===== config.mk =====
export PLATFORM = sky130hd
export DESIGN_NAME = uart_tx_fifo
export DESIGN_NICKNAME = d
export VERILOG_FILES = /design/src/rtl/uart_tx_fifo.sv
export SDC_FILE = /design/constraint.sdc
export NUM_CORES = 1
export LEC_CHECK = 0
export CAP_MARGIN = 20
export CORE_ASPECT_RATIO = 0.5
export CORE_MARGIN = 2
export CORE_UTILIZATION = 53
export DETAILED_ROUTE_END_ITERATION = 7
export PLACE_DENSITY = 0.77
export REMOVE_ABC_BUFFERS = 1
export SYNTH_ARGS = -nofsm -noshare
export SYNTH_HDL_FRONTEND = slang
export SYNTH_SLANG_ARGS = --single-unit

===== constraint.sdc =====
create_clock -name clk -period 5.9 [get_ports clk]
set_input_delay 1.475 -clock clk [delete_from_list [all_inputs] [get_ports clk]]
set_output_delay 1.475 -clock clk [all_outputs]
set_load 0.1 [all_outputs]

===== src/rtl/uart_tx_fifo.sv =====
// Byte FIFO feeding the UART transmitter: buffers producer bytes and launches
// them one at a time, pacing on tx_busy and flagging a transmitter that never starts.
module uart_tx_fifo #(
  parameter int DEPTH         = 16,
  parameter int START_TIMEOUT = 8
) (
  input  logic                       clk,
  input  logic                       rst_n,
  input  logic                       wr_valid,
  input  logic [7:0]                 wr_data,
  output logic                       wr_ready,
  input  logic                       flush,
  output logic                       tx_data_valid,
  output logic [7:0]                 tx_data,
  input  logic                       tx_busy,
  output logic [$clog2(DEPTH):0]     level,
  output logic                       empty,
  output logic                       full,
  output logic                       tx_timeout,
  output logic [1:0]                 fsm_state
);

  localparam int AW = $clog2(DEPTH);
  localparam int LW = AW + 1;
  localparam int CW = $clog2(START_TIMEOUT + 1);

  localparam logic [1:0] IDLE       = 2'd0;
  localparam logic [1:0] WAIT_START = 2'd1;
  localparam logic [1:0] WAIT_DONE  = 2'd2;

  // Handshake: a byte is written on a rising edge where wr_valid && wr_ready.
  logic [7:0]    mem_q [DEPTH];
  logic [AW-1:0] wr_ptr_q, wr_ptr_d;
  logic [AW-1:0] rd_ptr_q, rd_ptr_d;
  logic [LW-1:0] level_q, level_d;
  logic [1:0]    state_q, state_d;
  logic [CW-1:0] cnt_q, cnt_d;
  logic          tx_valid_q, tx_valid_d;
  logic [7:0]    tx_data_q, tx_data_d;
  logic          timeout_q, timeout_d;
  logic          push, pop;

  assign empty         = (level_q == '0);
  assign full          = (level_q == LW'(DEPTH));
  assign wr_ready      = !full && !flush;
  assign push          = wr_valid && wr_ready;
  // flush wins over a launch decision on the same edge
  assign pop           = (state_q == IDLE) && !empty && !tx_busy && !flush;
  assign level         = level_q;
  assign tx_data_valid = tx_valid_q;
  assign tx_data       = tx_data_q;
  assign tx_timeout    = timeout_q;
  assign fsm_state     = state_q;

  always_comb begin
    wr_ptr_d = wr_ptr_q;
    rd_ptr_d = rd_ptr_q;
    level_d  = level_q;
    if (flush) begin
      wr_ptr_d = '0;
      rd_ptr_d = '0;
      level_d  = '0;
    end else begin
      if (push) wr_ptr_d = wr_ptr_q + AW'(1);
      if (pop)  rd_ptr_d = rd_ptr_q + AW'(1);
      if (push && !pop)      level_d = level_q + LW'(1);
      else if (pop && !push) level_d = level_q - LW'(1);
    end
  end

  always_comb begin
    state_d    = state_q;
    cnt_d      = cnt_q;
    tx_valid_d = 1'b0;
    tx_data_d  = tx_data_q;
    timeout_d  = timeout_q;
    case (state_q)
      IDLE: begin
        if (pop) begin
          tx_data_d  = mem_q[rd_ptr_q];
          tx_valid_d = 1'b1;
          cnt_d      = CW'(START_TIMEOUT);
          state_d    = WAIT_START;
        end
      end
      WAIT_START: begin
        if (tx_busy) begin
          state_d = WAIT_DONE;
        end else begin
          cnt_d = cnt_q - CW'(1);
          // The launched byte is dropped on expiry; it is not retried.
          if (cnt_q == CW'(1)) begin
            timeout_d = 1'b1;
            state_d   = IDLE;
          end
        end
      end
      WAIT_DONE: begin
        if (!tx_busy) state_d = IDLE;
      end
      default: state_d = IDLE;
    endcase
    if (flush) timeout_d = 1'b0;
  end

  always_ff @(posedge clk) begin
    if (push) mem_q[wr_ptr_q] <= wr_data;
  end

  always_ff @(posedge clk or negedge rst_n) begin
    if (!rst_n) begin
      wr_ptr_q   <= '0;
      rd_ptr_q   <= '0;
      level_q    <= '0;
      state_q    <= IDLE;
      cnt_q      <= '0;
      tx_valid_q <= 1'b0;
      tx_data_q  <= 8'h00;
      timeout_q  <= 1'b0;
    end else begin
      wr_ptr_q   <= wr_ptr_d;
      rd_ptr_q   <= rd_ptr_d;
      level_q    <= level_d;
      state_q    <= state_d;
      cnt_q      <= cnt_d;
      tx_valid_q <= tx_valid_d;
      tx_data_q  <= tx_data_d;
      timeout_q  <= timeout_d;
    end
  end

endmodule


### Yosys cells after proc, flatten, opt, wreduce, memory -nomap -nowiden

Memory sizes are Yosys's and may differ from the RTL's. A register that Yosys moved wholly into a read port is not among the register bits.
Cells that the tools add are included.

| storage, ports and cells | value |
|---|---|
| flip-flop bits (word level) | 21 |
| latch bits | 0 |
| memory bits (writable) | 128 |
| bits in read-only memories | 0 |
| input bits | 13 |
| output and inout bits | 20 |
| logic and storage cells | 71 |
| memories kept | 1 |

Memory list:

| memory | words | bits a word | read ports | clocked after Yosys merged registers in | write ports | line | RTL |
|---|---|---|---|---|---|---|---|
| mem_q | 16 | 8 | 1 | 1 | 1 | 32 | `logic [7:0] mem_q [DEPTH];` |

| cells by class | value |
|---|---|
| $add $sub $neg | 5 |
| multiply operators | 0 |
| div/mod/pow operators | 0 |
| order comparisons | 0 |
| equality and inequality tests | 9 |
| shifts and indexed selects | 0 |
| muxes and demuxes | 23 |
| bitwise operators | 0 |
| reduce and logical (&&, ||, !) cells | 26 |

Operator list:

| kind | count |
|---|---|
| 4-bit 2-to-1 mux | 6 |
| 5-bit 2-to-1 mux | 3 |
| 2-bit nonzero test | 5 |
| 3-bit AND reduction | 3 |
| 4-bit by 1-bit adder with 4-bit output, second input constant | 2 |
| 1-bit 2-to-1 mux | 8 |
| 2-bit 2-to-1 mux | 4 |
| 2-bit inequality test, second input constant | 4 |
| 4-bit one-hot mux with 2 select lines | 1 |
| 1-bit logical AND | 7 |
| 1-bit zero test | 7 |
| 2-bit one-hot mux with 3 select lines | 1 |
| 5-bit by 1-bit adder with 5-bit output, second input constant | 1 |
| 5-bit equality test, second input constant | 1 |
| 5-bit zero test | 1 |
| 5-bit by 1-bit subtractor with 5-bit output, second input constant | 1 |
| 4-bit by 1-bit equality test with 1-bit output, second input constant | 1 |
| 4-bit by 1-bit subtractor with 4-bit output, second input constant | 1 |
| 3-bit inequality test, second input constant | 1 |
| 3-bit nonzero test | 1 |
| 2-bit by 1-bit equality test with 1-bit output, second input constant | 1 |
| 2-bit equality test, second input constant | 1 |
| 2-bit zero test | 1 |
| 2-bit AND reduction | 1 |

### Longest topological paths before layout

| logic depth | value |
|---|---|
| word-level depth | 9 |
| mapped depth | 9 |
| depth with buffers taken out | 8 |

### Worst setup path after synthesis

Ideal clock, no wire load.

| path | value |
|---|---|
| path type | flip-flop to output port |
| start | reg level_q[0] (netlist: level[0]) |
| end | out wr_ready |
| arrival time | 3.839 ns |
| required time | 4.425 ns |
| path slack | 0.586 ns |
| stages on the path, launching flop included | 5 |
| cells stage by stage | dfrtp_1 > or4_4 > buf_6 > nor2_1 > nor2_1 |

| between the ends | value |
|---|---|
| cells in the longest elaborated chain, start to end | 3 |

Ends and longest elaborated chain:

| element | line | RTL |
|---|---|---|
| from (decl) | 35 | `logic [LW-1:0] level_q, level_d;` |
| from (signal assigned) | 123 | `level_q <= level_d;` |
| 5-bit equality test | 44 | `assign full = (level_q == LW'(DEPTH));` |
| named net full | 18 | `output logic full,` |
| 1-bit zero test | 45 | `assign wr_ready = !full && !flush;` |
| 1-bit logical AND | 45 |  |
| to (decl) | 11 | `output logic wr_ready,` |

The timed path passes the listed nets, and every way through them passes these cells.

### Worst setup path after layout

| path | value |
|---|---|
| start | reg level_q[0] (netlist: level[0]) |
| end | out full |

| between the ends | value |
|---|---|
| cells in the longest elaborated chain, start to end | 1 |

Ends and longest elaborated chain:

| element | line |
|---|---|
| 5-bit equality test | 44 |
| to (decl) | 18 |

Every way passes these cells.

==> results_dict.tcl <==
set metrics [dict create \
    status "completed" \
    drtIter0Drc 382 \
    cp_max_fo 7 \
    finalPower_mw 3.479 \
    rsz0062_at_grt "no" \
    io_pins 33 \
    hold_depth 2 \
    synth_flop_cell "edfxtp_1" \
    p_leak_nw 2.569 \
    drv_slew 0 \
    r2r_cells 8 \
    insertion_delay_ns 0.42 \
    fillCellCount 801 \
    ir_drop_mv 0.2603 \
    crit_path_end_kind "output pin" \
    cp.required_ns 4.43 \
    ys_types 49 \
    worstMarginPinSlew_ns 0.9900 \
    final-setup-viol-count 0 \
    drc 0 \
    skew_ns 0.007849 \
    postCtsSetupRepairBufs 0 \
    synthCells 365 \
    avgViaCountPerCell 6.133 \
    first_pass_iters 5 \
    syn_to_final_growth_pct 16.29 \
    antenna_left 0 \
    grt_pass1_vias 3603 \
    synthTopCellsByArea "edfxtp_1, dfrtp_1, mux4_2, ha_1, o22ai_1" \
    dpl.hpwl_um 8127 \
    timing.final.ws_setup_ns 1.594 \
    grt_overflow 0 \
    critPathKind "flip-flop to output pin" \
    synth_top_cell_by_area "edfxtp_1" \
    portBuffers 32 \
    grt_max_degree 36 \
    track_usage 0.2149 \
    ys_seq_elements 157 \
    dieArea_um2 13230 \
    htree_levels 4 \
    hp-class "flip-flop to flip-flop" \
    coreArea_um2 11910 \
    hold_buffers 0 \
    numCtsBuffers 17 \
    async_reset_ff_frac 0.1847 \
    cts-root-buf "clkbuf_16" \
    drive_above_1_share 0.1981 \
    insertedDiodeCount 0 \
    clkSinkCount 157 \
    die_h_um 82.36 \
    worstSetupStartpointType "flip-flop" \
    crit_arrival_ns 2.83 \
    period_needed_ns 4.306 \
    maxCapViolations 0 \
    tns_ns 0 \
    post-route-period-util 0.7298 \
    finalNonFillerCells 579 \
    antenna_found_initial 0 \
    ctsResizeCount 0 \
    multi_input_area_um2 1813 \
    die_x_um 160.7 \
    detailedPlace.worstSlack_ns 1.326 \
    max_clock_freq_mhz 232.2 \
    synth_top_area_frac 0.5907 \
    syn_area_per_cell_um2 17.83 \
    clock_path_buffers 2 \
    rows 28 \
    nets 426 \
    regArea_um2 4571 \
    start_util 0.5463 \
    synth.yosys.seq_area_share 0.7022 \
    cts_tree "done" \
    power.density_nw_per_um2 459.8 \
    synth_area_um2 6507 \
    placedCellCount 547 \
    wire_per_inst_um 22.52 \
    hold_viol_final 0 \
    synth_edf_count 128 \
    grt_pass1_wl_um 20170 \
    relSlewSlack 0.3379 \
    cts.reportedPaths.clkPinSlew_ns 0.06 \
    yosysWarnings 0 \
    routed_wl_um 13040 \
    gp_congestion 0.7502 \
    vias 3551 \
]
## per-layer routing
metal,global-route usage,wire length (µm),up-vias
met5,0,0,-
met4,0.1143,365,0
met3,0.05594,755,28
met2,0.3500,6344,144
met1,0.2746,5574,1862
li1,-,-,1517
## worst max-delay path: stages (launching register included)
cell and delay [ns]:
dfrtp_1 0.47, or4_4 0.63, nor2_1 0.16, clkdlybuf4s50_1 1.15
## kinds of logic after synthesis
kind of cell	Yosys count	share of synthesized area
xor gates and xnor gates	11	0.01769
and+or+nand+nor	61	0.05018
adders and majority gates	12	0.02423
buffers and inverters	29	0.01923
DFF	157	0.7022
muxes	47	0.1363
AOI/OAI and AO/OA	48	0.05018
## stage by stage
step	hold WS (ns)	utilization	area, µm²
after floorplan	0.4913	-	6424
after detailed placement	0.4991	0.5853	6972
after global placement	0.4819	0.5853	6972
after CTS	0.5127	0.6353	7567
after global routing	0.5495	0.6353	7567
final	0.5060	0.6353	7567
## cells in the mapped netlist (all sizes together) (2+ instances only)
master / instances
dfrtp: 29
inv: 10
and3: 3
o21ai: 3
nand4: 2
clkbuf: 9
edfxtp: 128
nand2: 7
xor2: 7
nor2: 20
nand3: 3
a211oi: 3
o22ai: 17
a21o: 2
a21oi: 12
mux4: 32
mux2i: 5
nor4: 2
buf: 9
o2111ai: 2
a22o: 2
and2: 13
xnor2: 4
ha: 11
nor3b: 2
mux2: 10
o211ai: 2
## sequential cells by signal, indices dropped and copies added, names as in the netlist
register,flops
wr_ptr_q,4
tx_data,8
level,5
mem_q,128
cnt_q,4
fsm_state,2
tx_data_valid,1
tx_timeout,1
rd_ptr_q,4
## cell type report
| class | instances | area share |
|---|---|---|
| Multi-Input combinational cell | 179 | 0.2396 |
| Timing Repair Buffer | 35 | 0.04497 |
| Inverter | 11 | 0.005456 |
| Sequential cell | 157 | 0.6040 |
| Clock buffer | 19 | 0.05721 |
| Tap cell | 165 | 0.02728 |
| Clock inverter | 13 | 0.02149 |
## where the power goes
group	total, mW	switching (mW)	internal (mW)	leakage [nW]
registers	1.37	0.0894	1.28	1.52
logic	1.01	0.687	0.321	0.766
clock network	1.11	0.437	0.668	0.286
## path summary, 6_finish.rpt
check,start,end,slack (ns)
min,tx_timeout,tx_timeout,0.51
max reg2reg,level[0],level[4],2.65
max in group asynchronous,rst_n,rd_ptr_q[1],4.14
max,level[0],full,1.59
min in group asynchronous,rst_n,tx_timeout,1.46
min reg2reg,tx_timeout,tx_timeout,0.51
## cell usage in the layout, fill, tap and decap left out, types with 3 or more instances in the layout
master / n
a211oi_1: 3
a21oi_1: 11
and2_1: 13
and3_1: 3
buf_4: 4
bufinv_16: 3
clkbuf_16: 17
clkdlybuf4s50_1: 31
dfrtp_1: 28
edfxtp_1: 128
ha_1: 11
inv_1: 10
inv_6: 4
mux2_2: 9
mux2i_1: 5
mux4_2: 32
nand2_1: 7
nand3_1: 3
nor2_1: 20
o22ai_1: 17
xnor2_1: 4
xor2_1: 6
No activity file was read; power rests on OpenSTA's default activity.
